<file path="src/rtl/branch_pht.sv">
// Pattern history table of saturating counters with optional gshare indexing.
// The prediction is combinational from the current GHR; training and GHR moves land at the next edge.
module branch_pht_ctr #(
  parameter int CTR_WIDTH = 2
) (
  input  logic clock,
  input  logic reset,
  input  logic inc,
  input  logic dec,
  output logic taken
);
  localparam logic [CTR_WIDTH-1:0] RST_VAL = CTR_WIDTH'((1 << (CTR_WIDTH - 1)) - 1);
  localparam logic [CTR_WIDTH-1:0] MAX_VAL = '1;

  logic [CTR_WIDTH-1:0] ctr;

  always_ff @(posedge clock or negedge reset) begin
    if (!reset)                        ctr <= RST_VAL;
    else if (inc && ctr != MAX_VAL)    ctr <= ctr + 1'b1;
    else if (dec && ctr != '0)         ctr <= ctr - 1'b1;
  end

  assign taken = ctr[CTR_WIDTH-1];
endmodule

module branch_pht #(
  parameter int PHT_ENTRIES = 64,
  parameter int CTR_WIDTH   = 2,
  parameter int GHR_WIDTH   = 6,
  parameter int GSHARE      = 1
) (
  input  logic                 clock,
  input  logic                 reset,
  input  logic                 predict_en,
  input  logic [31:0]          predict_pc,
  output logic                 pred_taken,
  output logic [GHR_WIDTH-1:0] pred_ghr,
  input  logic                 update_en,
  input  logic [31:0]          update_pc,
  input  logic [GHR_WIDTH-1:0] update_ghr,
  input  logic                 update_taken,
  input  logic                 mispredict
);
  localparam int IDX_W = $clog2(PHT_ENTRIES);

  logic [GHR_WIDTH-1:0]   ghr;
  logic [GHR_WIDTH-1:0]   spec_hist, rest_hist;
  logic [IDX_W-1:0]       pred_idx, upd_idx;
  logic [PHT_ENTRIES-1:0] msb;
  logic                   unused_pc_bits;

  // Only the word-index bits of the PC select a counter.
  assign unused_pc_bits = ^{predict_pc[31:IDX_W+2], predict_pc[1:0],
                            update_pc[31:IDX_W+2], update_pc[1:0]};

  assign pred_idx = predict_pc[IDX_W+1:2] ^ ((GSHARE != 0) ? IDX_W'(ghr)        : '0);
  assign upd_idx  = update_pc[IDX_W+1:2]  ^ ((GSHARE != 0) ? IDX_W'(update_ghr) : '0);

  assign pred_taken = msb[pred_idx];
  assign pred_ghr   = ghr;

  for (genvar i = 0; i < PHT_ENTRIES; i++) begin : g_ent
    logic hit;
    assign hit = update_en && (upd_idx == IDX_W'(i));
    branch_pht_ctr #(.CTR_WIDTH(CTR_WIDTH)) u_ctr (
      .clock (clock),
      .reset (reset),
      .inc   (hit &  update_taken),
      .dec   (hit & ~update_taken),
      .taken (msb[i])
    );
  end

  if (GHR_WIDTH == 1) begin : g_hist1
    logic unused_hist;
    assign unused_hist = ^update_ghr;
    assign spec_hist   = pred_taken;
    assign rest_hist   = update_taken;
  end else begin : g_histn
    assign spec_hist = {ghr[GHR_WIDTH-2:0], pred_taken};
    assign rest_hist = {update_ghr[GHR_WIDTH-2:0], update_taken};
  end

  // A resolved mispredict rebuilds history from the branch's own snapshot,
  // discarding any speculative shift from the same cycle.
  always_ff @(posedge clock or negedge reset) begin
    if (!reset)                       ghr <= '0;
    else if (update_en && mispredict) ghr <= rest_hist;
    else if (predict_en)              ghr <= spec_hist;
  end
endmodule

</file>
<file path="config.mk">
export PLATFORM = sky130hd
export DESIGN_NAME = branch_pht
export DESIGN_NICKNAME = d
export VERILOG_FILES = /design/src/rtl/branch_pht.sv
export SDC_FILE = /design/constraint.sdc
export NUM_CORES = 1
export LEC_CHECK = 0
export CAP_MARGIN = 10
export CELL_PAD_IN_SITES_DETAIL_PLACEMENT = 1
export CELL_PAD_IN_SITES_GLOBAL_PLACEMENT = 2
export CORE_MARGIN = 2
export CORE_UTILIZATION = 35
export CTS_CLUSTER_DIAMETER = 60
export CTS_CLUSTER_SIZE = 28
export DETAILED_ROUTE_END_ITERATION = 6
export PLACE_DENSITY = 0.83
export SLEW_MARGIN = 25
export SYNTH_ARGS = -nofsm -noshare
export SYNTH_HDL_FRONTEND = slang
export SYNTH_SLANG_ARGS = --single-unit
</file>
<file path="constraint.sdc">
create_clock -name clock -period 3.24 [get_ports clock]
set_clock_uncertainty 0.15 [all_clocks]
set_input_delay 0.486 -clock clock [delete_from_list [all_inputs] [get_ports clock]]
set_output_delay 0.486 -clock clock [all_outputs]
set_load 0.01 [all_outputs]
</file>
Word-level counts from Yosys, hierarchy flattened
Index checks and enable logic that the tools add are counted.
{ "totals": {"ff_bits": 134, "out_inout_bits": 7, "elab_cells": 907} }
{ "classes": {"add_sub_neg": 128, "order_cmp": 1, "eq_ne": 127, "n_mux": 132, "n_bitwise": 131, "reduce_logical": 323} }
{ "ops": {"columns": ["operator", "count"], "rows": [
  ["$reduce_bool A2 Y1", 129],
  ["$mux W2", 128],
  ["$logic_and A1 B1 Y1", 193],
  ["$eq A6 B6 Y1 const B", 32],
  ["$add A2 B1 Y2 const B", 64],
  ["$and A1 B1 Y1", 128],
  ["$ne A2 B2 Y1 const B", 64],
  ["$sub A2 B1 Y2 const B", 64],
  ["$eq A6 B5 Y1 const B", 16],
  ["$eq A6 B4 Y1 const B", 8],
  ["$eq A6 B3 Y1 const B", 4],
  ["$eq A6 B2 Y1 const B", 2],
  ["$mux W6", 2],
  ["$xor A6 B6 Y6", 2],
  ["$lt A6 B7 Y1 const B", 1],
  ["$bmux W1 S6", 1],
  ["$eq A6 B1 Y1 const B", 1],
  ["$logic_not A6 Y1", 1],
  ["$mux W1", 1],
  ["$not A1 Y1", 1]
]} }

Logic depth before layout (Yosys ltp)
Gate-level depths: netlist of run 1.
{ "depth": {"ltp_word": 7, "mapped_depth": 8} }

By module
From an unflattened synthesis of run 1, not the netlist that was laid out.
{ "unflattened": {"cells_unflattened": 856, "area_unflattened_um2": 7687.4} }
{ "modules_own_cells": {"columns": ["mod", "instances", "cells_each", "area_per_inst_um2", "seq_area_each_um2"], "rows": [
  ["branch_pht_ctr", 64, 9, 93.8, 51.3],
  ["branch_pht", 1, 280, 1681.6, 150.1]
]} }

Worst setup path before layout of run 1
Ideal clock, no wire load.
{ "synth_timing": {"path_kind": "reg2out", "start": "register ghr[1] (netlist: pred_ghr[1])", "end": "output port pred_taken", "t_arrival_ns": 1.941, "t_required_ns": 2.604, "path_slack_ns": 0.663, "stages_incl_launch_ff": 6, "path_cell_list": "dfrtp_1 > xnor2_2 > mux4_1 > a22o_1 > nor4_2 > nor4_2"} }
{ "synth_between": {"elab_chain_cells": 3} }
{ "synth_lines": {"columns": ["element", "line", "rtl"], "rows": [
  ["start, declared", "46", "logic [GHR_WIDTH-1:0] ghr;"],
  ["start signal, assigned", "88", "else if (update_en && mispredict) ghr <= rest_hist;"],
  ["start signal, assigned", "89", "else if (predict_en) ghr <= spec_hist;"],
  ["$xor A6 B6 Y6", "56", "assign pred_idx = predict_pc[IDX_W+1:2] ^ ((GSHARE != 0) ? IDX_W'(ghr) : '0);"],
  ["$bmux W1 S6", "59", "assign pred_taken = msb[pred_idx];"],
  ["$mux W1 (implied by the code)", "59", null],
  ["end, declared", "36", "output logic pred_taken,"]
]} }
No other way between the ends. The select of a mux whose other input is x is not followed.

Worst setup path after layout of run 1
Same ends and word-level chain as after synthesis.

==> flow_summary.toml, run 1 <==
[status]
status = "finished, final reports clean"

[power]
power.density_nw_per_um2 = 555.8
leakagePower_nw = 3.377
vdd_drop_max_uv = 237.5

[place]
gp_congestion = 0.8598
dp_hpwl_um = 17380
portBuffers = 30
place_inst = 1240

[timing]
setup_viol = 0
max_freq_ghz = 0.3118
min_period_ns = 3.207
max_slew.worst_pin.slew_ns = 0.9881
maxSlewHeadroom_pct = 33.52
slew_viol_final = 0
fin_tns_setup_ns = 0
finalHoldViolCount = 0
layout_worst_path_cycle_share_pct = 98.97

[worst_setup_path]
critical_path.max_fanout = 7
critPathCapture = "pred_taken"
start_kind = "register"
crit-reg2reg-launch = "pred_ghr[1]"
cp-end-kind = "output port"
cp_slowest_stage_delay_ns = 0.55
startpoint = "pred_ghr[1]"
crit_family = "multiplexers"
critical_path_buf_inv_count = 3
cp.depth = 8
rrSetupSlack_ns = 0.52
worstSetupPathType = "reg2out"
required_ns = 2.60
r2r_cells = 9
crit_chain = "buf_12 > xnor2_4 > buf_12 > mux4_1 > a22o_1 > nor4_2 > nor4_2 > buf_2"
arrival_ns = 2.57
r2r-end = "pred_ghr[0]"
cp_slowest_cell = "mux4_1"

[yosys]
ys_seq_area_share_pct = 44.56
synth_seq_cells = 134
synth.cell_area_sq_um = 7705
syn_nets = 985
yosys_warnings = 0
avgSynthCellArea_sq_um = 8.476
syn_inst = 909
ys_types = 33

[cts]
cts_sinks = 134
clockRootBuffer = "clkbuf_16"
clk_pin_slew_worst_paths_ns = 0.06
cts.htree.levels = 4
clk_latency_ns = 0.43
cts_buffers = 17
clock_path_buffers = 2
cts_tree = "done"

[floorplanning]
die_area_sq_um = 23220
start_util_pct = 35.53
fp.dieH_um = 152.4
dieWidth_um = 152.4
core_sq_um = 21690
ios = 83
fp-row-count = 54

[routing]
drtIter0Drc = 391
firstDrtPassIters = 5
drc = 0
wl_per_cell_um = 19.75
viasPerCell = 5.787
drt-total-wl_um = 25270
route.vias.total = 7402
ant_nets = 0

[worst_hold_path]
min_path_type = "reg2reg"

[final_layout]
final_cells = 1279
nFillCells = 2533
diodes = 0
final_net_count = 1062
area_delta_synth_final_pct = 23.40
drive_above_1_share_pct = 18.32

[global_routing]
antenna_found_initial = 0
overflow = 0
grt_start_max_net_pins = 98
first_global_vias = 7512
grt_use_total_pct = 22.12
grt_pass1_wl_um = 40870

[flow_run]
cap_violations = 0
-- logic make-up (layout without fill, tap and decap cells) --
| group | Yosys count | in the layout | synth area share [%] |
|---|---|---|---|
| AOI/OAI and AO/OA | 366 | 366 | 26.84 |
| and+or+nand+nor | 322 | 322 | 19.18 |
| DFF | 134 | 134 | 44.56 |
| buffers and inverters | 41 | 131 | 2.046 |
| muxes | 25 | 25 | 4.790 |
| xor gates and xnor gates | 21 | 21 | 2.582 |
-- worst min-delay path by stage --
stage                                      start                      to  slack (ns)  cells past startpoint
final                      g_ent[9].u_ctr.ctr[0]   g_ent[9].u_ctr.ctr[0]        0.38                      2
after global routing      g_ent[61].u_ctr.ctr[0]  g_ent[61].u_ctr.ctr[0]        0.40                      2
after CTS                 g_ent[63].u_ctr.ctr[0]  g_ent[63].u_ctr.ctr[0]        0.38                      2
after detailed placement  g_ent[55].u_ctr.ctr[0]  g_ent[55].u_ctr.ctr[0]        0.37                      2
after global placement     g_ent[9].u_ctr.ctr[0]   g_ent[9].u_ctr.ctr[0]        0.36                      2
after floorplan                            reset   g_ent[0].u_ctr.ctr[1]        0.04                      0
-- registers in the layout, summed over array words and instances (netlist names) --
name / count
g_ent.u_ctr.ctr: 128
pred_ghr: 6
-- layout make-up --
type / count / area [sq um] / share of cell area [%]
clock inverter: 12 / 152.6 / 1.605
clock buffer: 20 / 456.7 / 4.803
tap: 280 / 350.3 / 3.685
timing repair buffer: 98 / 907.1 / 9.541
inverter: 1 / 3.754 / 0.03948
sequential: 134 / 3435 / 36.12
multi-input combinational: 734 / 4203 / 44.20
-- through the flow --
step | hold slack, ns | utilization, % | cell area [sq um] | total power [mW] | setup WS [ns]
4_1_cts | 0.3817 | 43.63 | 9463 | 5.277 | 0.01470
2_1_floorplan | 0.04041 | - | 7705 | 2.600 | 0.6631
3_3_place_gp | 0.3605 | 40.28 | 8736 | 3.140 | -0.5322
5_1_grt | 0.4021 | 43.84 | 9508 | 5.515 | -0.02588
3_5_place_dp | 0.3745 | 40.31 | 8742 | 3.173 | -0.5774
6_report | 0.3785 | 43.84 | 9508 | 5.284 | 0.03324
-- cells in the final DEF, fill, tap and decap left out, types with 5 or more instances in the layout --
cell	n
nand3_1	7
nor4_1	11
dfrtp_1	69
nor3b_1	15
clkbuf_16	17
o21ai_0	161
a21oi_1	101
o211ai_1	18
nand2_1	116
mux2i_1	17
a221o_1	8
nor3_1	13
buf_4	58
nand3b_1	17
nor2_1	114
clkdlybuf4s50_1	26
a211oi_1	16
xnor2_1	9
mux4_1	5
o31ai_1	21
a31oi_1	31
nor4_2	5
buf_12	8
xor2_1	7
dfstp_2	64
nand4_1	13
-- where the power goes --
part / switching [mW] / leakage [nW] / internal, mW
combinational: 0.627 / 1.79 / 0.558
sequential: 0.196 / 1.30 / 1.89
clock: 0.765 / 0.288 / 1.25
-- layer usage --
layer  track usage, %  wire (um)  up-vias
li1                 -          -     3534
met1            28.74      11420     3730
met2            37.45      12540      106
met3            4.295        741       32
met4            6.720        561        0
met5                0          0        -
-- cells in the mapped netlist (all sizes together) --
cell type | number | area, sq um
o21ai | 163 | 815.8
nand2 | 116 | 435.4
nor2 | 114 | 427.9
a21oi | 101 | 505.5
dfrtp | 70 | 1752
dfstp | 64 | 1682
clkbuf | 35 | 131.4
a31oi | 31 | 193.9
o31ai | 21 | 157.7
o211ai | 18 | 135.1
mux2i | 17 | 170.2
nand3b | 17 | 127.6
nor4 | 17 | 131.4
a211oi | 16 | 120.1
nor3b | 15 | 112.6
nand4 | 13 | 81.33
nor3 | 13 | 65.06
xnor2 | 12 | 120.1
xor2 | 9 | 78.83
a221o | 8 | 80.08
mux4 | 8 | 198.9
nand3 | 8 | 40.04
buf | 5 | 22.52
a22o | 4 | 35.03
and3 | 4 | 25.02
o22ai | 4 | 25.02
nor2b | 3 | 18.77
and2 | 2 | 12.51
inv | 1 | 3.750
-- worst register-to-register path: stages, from the launching register on --
cell and delay, ns:
dfrtp_2 0.43, buf_12 0.14, xnor2_4 0.14, buf_12 0.15
mux4_1 0.55, a22o_1 0.28, nor4_2 0.19, nor4_2 0.11
buf_4 0.14, a221o_1 0.31
-- repair_timing --
item	in CTS	in global routing
setup buffers	5	2
hold buffers	1	0
gates resized for setup	15	7
endpoints found under the hold margin	38	0
endpoints found under the setup margin	1	1
pin swaps	4	6
No activity file was read; power rests on OpenSTA's default activity.
==> run 2: changes to the inputs <==
Settings changed: CORE_UTILIZATION 35 to 31, PLACE_DENSITY 0.83 to 0.78.
Clock period 3.24 ns to 2.8 ns, I/O delays scaled along.
==> flow_summary.toml, run 2 (synthesis gave the netlist of run 1 again) <==
[cts]
clock_path_buffers = 2
clk_latency_ns = 0.43
clk_pin_slew_worst_paths_ns = 0.06
cts_tree = "done"
cts.htree.levels = 4
cts_buffers = 17
clockRootBuffer = "clkbuf_16"
cts_sinks = 134

[worst_setup_path]
cp-end-kind = "output port"
worstSetupPathType = "reg2out"
critical_path.max_fanout = 8
cp.depth = 8
start_kind = "register"
crit_family = "multiplexers"
critical_path_buf_inv_count = 3
crit_chain = "buf_6 > xnor2_4 > buf_12 > mux4_1 > a22o_1 > nor4_2 > nor4_2 > buf_2"
startpoint = "pred_ghr[1]"
arrival_ns = 2.49
r2r_cells = 9
rrSetupSlack_ns = 0.20
cp_slowest_stage_delay_ns = 0.54
required_ns = 2.23
path_common_cell = "nor4_2"
r2r-end = "pred_ghr[0]"
critPathCapture = "pred_taken"
crit-reg2reg-launch = "pred_ghr[1]"
cp_slowest_cell = "mux4_1"

[place]
dp_slack_ns = -0.8348
dp_hpwl_um = 18070
portBuffers = 30
placed_area_sq_um = 8919
gp_congestion = 0.8437

[floorplanning]
dieWidth_um = 161.7
core_sq_um = 24390
fp-row-count = 57
fp.dieH_um = 161.7
start_util_pct = 31.59
die_area_sq_um = 26130
ios = 83

[final_layout]
largest_register_ffs = 128
drive_above_1_share_pct = 18.16
final_net_count = 1065
final_cell_mix = "o21ai_0 (162), nand2_1 (116), nor2_1 (114)"
final_common_cell = "o21ai_0"
area_delta_synth_final_pct = 24.33
nFillCells = 2852
final_area_sq_um = 9579
top_register = "g_ent.u_ctr.ctr"

[routing]
drt-total-wl_um = 25800
ant_nets = 0
route.vias.total = 7356
firstDrtPassIters = 4
viasPerCell = 5.543
drc = 0
wl_per_cell_um = 19.44
drtIter0Drc = 429

[global_routing]
grt_pass1_wl_um = 41180
grt_start_max_net_pins = 76
overflow = 0
first_global_vias = 7293
grt_use_total_pct = 20.25
antenna_found_initial = 1

[timing]
slew_viol_final = 0
rsz0062_at_grt = "true"
layout_worst_path_cycle_share_pct = 109.3
layout_setup_ws_ns = -0.2607
max_freq_ghz = 0.3267
max_slew.worst_pin.slew_ns = 0.9248
maxSlewHeadroom_pct = 37.78
min_period_ns = 3.061
finalHoldViolCount = 0
setup_viol = 1

[flow_run]
cap_violations = 0

[worst_hold_path]
min_path_type = "in2async"

[power]
leakagePower_nw = 3.407
power.density_nw_per_um2 = 617.6
vdd_drop_max_uv = 385.2

[status]
violations = "setup timing"
status = "finished, violations left"
-- run 2: worst reg2reg max path, delay by kind of cell, from the launching register on --
| family | cells | cell delay, ns |
|---|---|---|
| buffers and inverters | 3 | 0.43 |
| AO/OA/AOI/OAI | 2 | 0.49 |
| XOR/XNOR | 1 | 0.15 |
| AND/OR/NAND/NOR | 2 | 0.29 |
| flip-flops | 1 | 0.43 |
| multiplexers | 1 | 0.55 |
-- run 2: power by group --
part           switching (mW)  internal, mW  leakage, nW
clock                   0.908          1.35        0.285
sequential              0.221          2.19         1.30
combinational           0.666         0.585         1.82
total                    1.79          4.12         3.41
-- run 2: how the worst min path moves through the flow --
| stage | from | end | slack [ns] | depth (start not counted) |
|---|---|---|---|---|
| after floorplan | reset | g_ent[0].u_ctr.ctr[1] | -0.03 | 0 |
| after global placement | reset | g_ent[17].u_ctr.ctr[1] | 0.27 | 1 |
| after detailed placement | reset | g_ent[49].u_ctr.ctr[1] | 0.27 | 1 |
| after CTS | reset | g_ent[49].u_ctr.ctr[1] | 0.38 | 2 |
| after global routing | g_ent[53].u_ctr.ctr[0] | g_ent[53].u_ctr.ctr[0] | 0.39 | 2 |
| final | reset | g_ent[49].u_ctr.ctr[1] | 0.37 | 2 |
-- run 2: timing repair --
item	CTS	global route
resized for setup	12	3
endpoints found under the hold margin	29	0
buffers inserted	3	1
gates cloned	0	0
hold buffers	1	0
setup endpoints to repair	2	2
pin swaps	4	2
-- run 2: cell type report --
class | instances | area (sq um) | area share, %
Timing Repair Buffer | 101 | 1003 | 10.48
Clock inverter | 13 | 130.1 | 1.358
Clock buffer | 19 | 452.9 | 4.728
Sequential cell | 134 | 3435 | 35.85
Multi-Input combinational cell | 734 | 4146 | 43.29
Antenna cell | 1 | 2.502 | 0.02612
Tap cell | 324 | 405.4 | 4.232
Inverter | 1 | 3.754 | 0.03918
-- run 2: per-layer routing --
layer  global-route usage, %  wire length [um]  vias up
met5                       0                 0        -
met1                   27.64             12370     3706
met2                   33.39             12290       86
met3                   3.090               690       26
li1                        -                 -     3538
met4                   6.074               453        0
-- run 2: per-stage QoR --
step	hold WS, ns	utilization, %	power (mW)	cells	TNS [ns]
6_report	0.3681	39.27	5.916	1327	-0.2607
5_1_grt	0.3913	39.26	6.185	1326	-0.3960
2_1_floorplan	-0.02559	-	3.009	909	0
3_3_place_gp	0.2651	36.57	3.598	1291	-1.249
3_5_place_dp	0.2698	36.57	3.631	1291	-1.541
4_1_cts	0.3780	39.22	5.974	1327	-0.3118
==> run 3: changes to the inputs <==
Settings changed: CORE_UTILIZATION 31 to 35, PLACE_DENSITY 0.78 to 0.83.
Clock period 2.8 ns to 2.9 ns, I/O delays scaled along.
==> flow_summary.toml, run 3 (synthesis gave the netlist of run 1 again) <==
[timing]
fin_tns_setup_ns = -0.2214
max_freq_ghz = 0.3204
min_period_ns = 3.121
rsz0062_at_grt = "true"
layout_worst_path_cycle_share_pct = 107.6
slew_viol_final = 0
setup_viol = 1
max_slew.worst_pin.slew_ns = 0.7650
timing.hold.ws_ns = 0.3798
maxSlewHeadroom_pct = 48.57
finalHoldViolCount = 0
layout_setup_ws_ns = -0.2214

[worst_setup_path]
worstSetupPathType = "reg2out"
crit_chain = "buf_12 > xnor2_4 > buf_12 > buf_4 > nand3_2 > buf_4 > o22ai_2 > nor4_2 > nor4_2 > buf_2"
cp_slowest_cell = "dfrtp_2"
r2r_cells = 11
startpoint = "pred_ghr[1]"
required_ns = 2.32
critical_path.max_fanout = 6
cp-end-kind = "output port"
r2r-end = "pred_ghr[0]"
cp_slowest_stage_delay_ns = 0.44
arrival_ns = 2.54
start_kind = "register"
rrSetupSlack_ns = 0.09
crit-reg2reg-launch = "pred_ghr[1]"

[final_layout]
largest_register_ffs = 128
final_cells = 1281
drive_above_1_share_pct = 18.88
area_delta_synth_final_pct = 23.60
final_common_cell = "o21ai_0"
diodes = 0
final_net_count = 1064
final_area_sq_um = 9523
top_register = "g_ent.u_ctr.ctr"
finalCoreUtilization_pct = 43.91
final_cell_mix = "o21ai_0 (162), nand2_1 (116), nor2_1 (114)"

[routing]
drc = 0
route.vias.total = 7462
viasPerCell = 5.825
firstDrtPassIters = 4
ant_nets = 0
drtIter0Drc = 368
wl_per_cell_um = 19.93
drt-total-wl_um = 25530

[cts]
clk_latency_ns = 0.43
clock_path_buffers = 2
cts.htree.levels = 4
cts_buffers = 17
cts_sinks = 134
clk_pin_slew_worst_paths_ns = 0.06
cts_tree = "done"
clockRootBuffer = "clkbuf_16"

[power]
leakagePower_nw = 3.384
power.density_nw_per_um2 = 618.9
vdd_drop_max_uv = 255.9

[worst_hold_path]
min_path_type = "reg2reg"
whs_path_depth = 2
holdCritStartpoint = "g_ent[49].u_ctr.ctr[0]"
holdPathEnd = "g_ent[49].u_ctr.ctr[0]"

[floorplanning]
core_sq_um = 21690
fp.dieH_um = 152.4
dieWidth_um = 152.4
ios = 83
die_area_sq_um = 23220
fp-row-count = 54
start_util_pct = 35.53

[place]
gp_congestion = 0.8758
place_inst = 1241
placed_area_sq_um = 8775
portBuffers = 30
dp_hpwl_um = 17600

[status]
violations = "setup timing"
status = "finished, violations left"

[global_routing]
grt_start_max_net_pins = 92
grt_pass1_wl_um = 40790
overflow = 0
antenna_found_initial = 0
first_global_vias = 7602
grt_use_total_pct = 22.16

[flow_run]
cap_violations = 0
-- run 3: cell count changes in the layout (fill, tap and decap cells not counted), moves of 3 or more --
| cell | change |
|---|---|
| mux4_2 | +3 |
| clkinv_2 | -5 |
| nand3_1 | -3 |
| buf_12 | -3 |
| nand3_2 | +3 |
| mux4_1 | -3 |
-- run 3: timing repair --
| item | in CTS | in global routing |
|---|---|---|
| pin swaps | 9 | 5 |
| endpoints found under the setup margin | 2 | 2 |
| hold endpoints to repair | 29 | 0 |
| buffers inserted | 7 | 0 |
| hold buffers | 1 | 0 |
| resized for setup | 16 | 8 |
-- run 3: power breakdown --
part | leakage (nW) | internal, mW | switching [mW]
sequential | 1.30 | 2.11 | 0.216
clock | 0.282 | 1.40 | 0.879
combinational | 1.80 | 0.609 | 0.679
total | 3.38 | 4.12 | 1.77
-- run 3: per-layer routing --
| layer | vias to the layer above | part of all wire, % | global-route usage, % |
|---|---|---|---|
| li1 | 3526 | - | - |
| met5 | - | 0 | 0 |
| met4 | 0 | 3.1 | 8.856 |
| met3 | 50 | 3.3 | 3.783 |
| met2 | 124 | 48 | 37.09 |
| met1 | 3762 | 45 | 28.63 |
-- run 3: stage by stage --
stage / power (mW) / setup slack, ns
final: 5.894 / -0.2214
after global routing: 6.139 / -0.3112
after CTS: 5.894 / -0.3000
after detailed placement: 3.505 / -0.7988
after global placement: 3.466 / -0.7425
after floorplan: 2.905 / 0.3646
-- run 3: how the worst max path moves through the flow --
stage	endpoint	cells past startpoint
floorplan	pred_ghr[0]	6
global placement	pred_taken	7
detailed placement	pred_taken	7
CTS	pred_taken	9
global route	pred_taken	10
finish	pred_taken	10
-- run 3: critical path: cells and delay by family (launching register included) --
kind / cells / cell delay [ns]
AO/OA/AOI/OAI: 1 / 0.18
XOR/XNOR: 1 / 0.15
buffers and inverters: 5 / 0.80
flip-flops: 1 / 0.44
AND/OR/NAND/NOR: 3 / 0.53
-- run 3: final cells by class --
| cell class | instances | area, sq um |
|---|---|---|
| repair buffers | 100 | 954.7 |
| flip-flops and latches | 134 | 3436 |
| inverters | 1 | 3.754 |
| well taps | 280 | 350.3 |
| fillers | 2563 | 12170 |
| clock buffers | 21 | 460.4 |
| clock inverters | 11 | 150.1 |
| multi-input cells | 734 | 4168 |
